File: src/rtl/mem_burst_bridge.sv
// Purpose: bridges a 128-bit cache block port to a 32-bit word memory bus as 4-word bursts.
// Latency: request seen in IDLE at T, words at T+1..T+4, mem_ready at T+5 (+1 per memory wait cycle).
// Backpressure: each word is held on the bus until dram_ack; cache request is held until mem_ready.
module mem_burst_bridge #(
  parameter int BLK_ADDR_W = 28,
  parameter int WORDS      = 4
) (
  input  logic                    clk,
  input  logic                    rst_n,
  input  logic                    mem_read,
  input  logic                    mem_write,
  input  logic [BLK_ADDR_W-1:0]   mem_addr,
  input  logic [32*WORDS-1:0]     mem_wdata,
  output logic [32*WORDS-1:0]     mem_rdata,
  output logic                    mem_ready,
  output logic                    dram_req,
  output logic                    dram_we,
  output logic [BLK_ADDR_W+1:0]   dram_addr,
  output logic [31:0]             dram_wdata,
  input  logic [31:0]             dram_rdata,
  input  logic                    dram_ack
);

  typedef enum logic [1:0] {
    IDLE     = 2'd0,
    RD_BURST = 2'd1,
    WR_BURST = 2'd2,
    DONE     = 2'd3
  } state_t;

  // Index of the last word in a block; the burst ends when it is acknowledged.
  localparam logic [1:0] CNT_LAST = 2'(WORDS - 1);

  state_t                  state_q, state_d;
  logic [1:0]              cnt_q, cnt_d;
  logic [BLK_ADDR_W-1:0]   addr_q, addr_d;
  logic [32*WORDS-1:0]     wdata_q, wdata_d;
  logic                    op_q, op_d;     // 1 = block write, 0 = block read
  logic [32*WORDS-1:0]     rbuf_q, rbuf_d;

  logic                    in_burst;

  assign in_burst  = (state_q == RD_BURST) || (state_q == WR_BURST);
  // Read data is always the registered buffer, so it stays put across write bursts.
  assign mem_rdata = rbuf_q;

  // State and datapath registers; reset aborts any burst in flight.
  always_ff @(posedge clk) begin
    if (!rst_n) begin
      state_q <= IDLE;
      cnt_q   <= '0;
      addr_q  <= '0;
      wdata_q <= '0;
      op_q    <= 1'b0;
      rbuf_q  <= '0;
    end else begin
      state_q <= state_d;
      cnt_q   <= cnt_d;
      addr_q  <= addr_d;
      wdata_q <= wdata_d;
      op_q    <= op_d;
      rbuf_q  <= rbuf_d;
    end
  end

  // Next-state logic: latch the request in IDLE, step words on ack, pulse completion in DONE.
  always_comb begin
    state_d = state_q;
    cnt_d   = cnt_q;
    addr_d  = addr_q;
    wdata_d = wdata_q;
    op_d    = op_q;
    rbuf_d  = rbuf_q;
    case (state_q)
      IDLE: begin
        // Read takes priority if the cache ever raises both requests.
        if (mem_read) begin
          addr_d  = mem_addr;
          cnt_d   = '0;
          op_d    = 1'b0;
          state_d = RD_BURST;
        end else if (mem_write) begin
          addr_d  = mem_addr;
          wdata_d = mem_wdata;
          cnt_d   = '0;
          op_d    = 1'b1;
          state_d = WR_BURST;
        end
      end
      RD_BURST, WR_BURST: begin
        if (dram_ack) begin
          if (!op_q) begin
            rbuf_d[{cnt_q, 5'd0} +: 32] = dram_rdata;
          end
          // The counter stays at the last index through DONE and clears on the way back to IDLE.
          if (cnt_q == CNT_LAST) begin
            state_d = DONE;
          end else begin
            cnt_d = cnt_q + 2'd1;
          end
        end
      end
      DONE: begin
        cnt_d   = '0;
        state_d = IDLE;
      end
      default: begin
        state_d = IDLE;
      end
    endcase
  end

  // Bus outputs depend only on registered state, never on dram_ack.
  always_comb begin
    mem_ready  = 1'b0;
    dram_req   = 1'b0;
    dram_we    = 1'b0;
    dram_addr  = '0;
    dram_wdata = '0;
    if (in_burst) begin
      dram_req  = 1'b1;
      dram_we   = op_q;
      dram_addr = {addr_q, cnt_q};
      if (op_q) begin
        dram_wdata = wdata_q[{cnt_q, 5'd0} +: 32];
      end
    end
    if (state_q == DONE) begin
      mem_ready = 1'b1;
    end
  end

endmodule

File: config.mk
export PLATFORM = sky130hd
export DESIGN_NAME = mem_burst_bridge
export DESIGN_NICKNAME = d
export VERILOG_FILES = /design/src/rtl/mem_burst_bridge.sv
export SDC_FILE = /design/constraint.sdc
export NUM_CORES = 1
export LEC_CHECK = 0
export ABC_AREA = 1
export CORE_ASPECT_RATIO = 1.1
export CORE_MARGIN = 2
export CORE_UTILIZATION = 30
export DETAILED_ROUTE_END_ITERATION = 12
export DONT_BUFFER_PORTS = 1
export SLEW_MARGIN = 20
export SYNTH_ARGS = -nofsm -noshare
export SYNTH_HDL_FRONTEND = slang
export SYNTH_SLANG_ARGS = --single-unit
File: constraint.sdc
create_clock -name clk -period 2.9 [get_ports clk]
set_input_delay 0.29 -clock clk [delete_from_list [all_inputs] [get_ports clk]]
set_output_delay 0.29 -clock clk [all_outputs]
set_load 0.02 [all_outputs]
==> flow_metrics.tcl <==
set metrics [dict create \
    status "finished, final reports clean" \
    cts_inserted_buffers 34 \
    grt_max_degree 208 \
    ant_nets 0 \
    drt-initial-drc-count 803 \
    synth_area_mm2 0.01251 \
    timing.fmax_mhz 388.0 \
    nets 2148 \
    end_kind "primary output" \
    slew_violations 0 \
    hold_class "input port to register" \
    synth_top_cell_by_area "dfxtp_1" \
    path_cells "buf_4, o211ai_1, a21oi_1, buf_4" \
    r2r-start "state_q[0]" \
    start_util_pct 30.39 \
    reg2regPathDepth 6 \
    portBuffers 0 \
    first_pass_iters 7 \
    core_area_mm2 0.04118 \
    async_flop_share_pct 0 \
    critPathLaunch "cnt_q[1]" \
    overflow 0 \
    h-tree-depth 2 \
    num_antenna_cells 0 \
    ir_drop_mv 0.8288 \
    whs_path_depth 4 \
    grt_pass1_vias 12080 \
    gp_congestion 0.8430 \
    yosys_register_bits 289 \
    syn_inst 1810 \
    skew_ps 22.26 \
    cp_max_fo 66 \
    vias 12330 \
    fin_setup_tns_ps 0 \
    clock_tree.root_cell "clkbuf_16" \
    cp-start-kind "register" \
    slew_headroom_pct 28.07 \
    period_share_pct 88.88 \
    ys_seq_area_share_pct 46.23 \
    setup_viol 0 \
    rows 78 \
    path_clk_slew_ps 60 \
    cts_tree "yes" \
    hold_viol_final 0 \
    layout.cells.non_filler 2528 \
    hold_start "dram_rdata[20]" \
    dieArea_mm2 0.04337 \
    synthFlopType "dfxtp_1" \
    crit_buf_inv 2 \
    drive_above_1_share_pct 6.148 \
    avgViaCountPerCell 4.875 \
    cpLargestDelayFamily "buffers and inverters" \
    dp.cells 2281 \
    synth.avg_cell_area_um2 6.914 \
    wl_mm 42.73 \
    io_pins 386 \
    yosysTopAreaCellShare_pct 46.23 \
    syn-num-nets 2011 \
    cp_slowest_cell "buf_4" \
    hold_path_end "mem_rdata[116]" \
    critical_path_required_ps 2610 \
    drv_cap 0 \
    grt_pass1_wl_mm 65.64 \
    ys_top_cells_by_count "nor2_1 (365), dfxtp_1 (289), nand2_1 (267)" \
    yosysUniqueCellTypes 25 \
    tightest_slew_ps 1072 \
    grt_antenna_before_repair 0 \
    path_common_cell "buf_4" \
    die_h_um 218.2 \
    worst_path_largest_cell_delay_ps 620 \
    syn2layout_area_growth_pct 28.46 \
    leakage_nw 6.467 \
    synth_warnings 0 \
    regToRegEndpoint "mem_rdata[124]" \
    synth-edff-count 0 \
    powerDensity_mw_per_mm2 917.1 \
    drc 0 \
    crit_type "register to primary output" \
    die_w_um 198.7 \
    hpwl_mm 27.22 \
    clk_latency_ps 540 \
    grtUsageTotal_pct 19.05 \
    arrival_ps 2290 \
    rsz0062_at_grt "false" \
    wl_per_cell_um 16.90 \
    r2r_setup_slack_ps 460 \
    cts_buffer_depth 3 \
    ys_top_cells_by_area "dfxtp_1 (46%), nor2_1 (11%), o21ai_0 (9.2%), a21oi_1 (8.7%), nand2_1 (8.0%)" \
    clock_sinks 289 \
    min_period_ps 2578 \
    synth.most_common_cell "nor2_1" \
]
-- metrics by stage --
stage	hold WS, ps	area, µm²	utilization, %	power [mW]	setup slack, ps
floorplan	429.2	12510	-	9.180	743.0
global route	44.67	16080	39.04	15.72	150.3
detailed placement	437.5	13070	31.73	10.31	400.5
finish	27.36	16080	39.04	14.74	322.5
global placement	436.3	13070	31.73	10.23	527.5
CTS	0.3551	16070	39.03	14.83	136.8
-- timing repair --
| action | in CTS | in global routing |
|---|---|---|
| buffers inserted | 0 | 0 |
| endpoints found under the hold margin | 228 | 0 |
| setup endpoints to repair | 0 | 1 |
| hold buffers | 190 | 0 |
| resized for setup | 0 | 1 |
-- area by class of cell --
cell class | count | area [µm²]
clock buffer | 49 | 1010
clock inverter | 8 | 77.57
fill | 4226 | 25110
sequential | 289 | 5791
multi-input combinational | 1207 | 5484
inverter | 175 | 656.9
timing repair buffer | 240 | 2357
tap | 560 | 700.7
-- worst min-delay path: stages --
cell and delay, ps:
nand3_1 70, nor2_1 60, nand2_1 50, a21oi_1 50
-- flip-flops by register name, indices dropped and copies added (netlist names) --
signal / count
state_q: 2
op_q: 1
mem_rdata: 128
cnt_q: 2
addr_q: 28
wdata_q: 128
-- cell usage in the layout, fill, tap and decap left out, types with 2 or more instances in the layout --
master,n
a21oi_1,217
buf_12,5
buf_4,45
clkbuf_1,7
clkbuf_16,36
clkbuf_8,6
clkinv_2,3
clkinvlp_4,2
dfxtp_1,287
dlygate4sd3_1,189
ha_1,8
inv_1,166
inv_2,8
nand2_1,266
nand2_2,2
nand3_1,54
nand4_1,3
nor2_1,364
nor2_2,2
nor2_4,3
o211ai_1,32
o21ai_0,230
o21ai_1,6
o21bai_1,16
-- per-layer routing --
metal / GRT usage (%) / vias up / share of wire, %
li1: - / 6048 / -
met1: 22.00 / 5669 / 39
met2: 32.49 / 517 / 47
met3: 5.648 / 91 / 9.9
met4: 8.383 / 0 / 3.4
met5: 0 / - / 0
-- power by group --
group | total (mW) | leakage [nW] | switching (mW) | internal (mW)
combinational | 5.21 | 3.58 | 3.70 | 1.52
sequential | 5.32 | 2.36 | 0.651 | 4.67
clock | 4.21 | 0.530 | 1.71 | 2.51
-- how the worst max path moves through the flow --
| stage | to | depth (start not counted) |
|---|---|---|
| 6_report | dram_wdata[13] | 4 |
| 5_1_grt | dram_wdata[13] | 6 |
| 4_1_cts | dram_wdata[0] | 6 |
| 3_5_place_dp | mem_rdata[126] | 6 |
| 3_3_place_gp | mem_rdata[105] | 6 |
| 2_1_floorplan | mem_rdata[100] | 10 |
-- cells by family (layout without fill, tap and decap cells) --
logic type      count (synthesis)  in the layout  synth area share, %
buf+inv                       314            472                10.13
fa+ha+maj                       8              8               0.7999
compound gates                502            502                21.06
flops                         289            289                46.23
simple gates                  697            697                21.79
No activity file was read; power rests on OpenSTA's default activity.
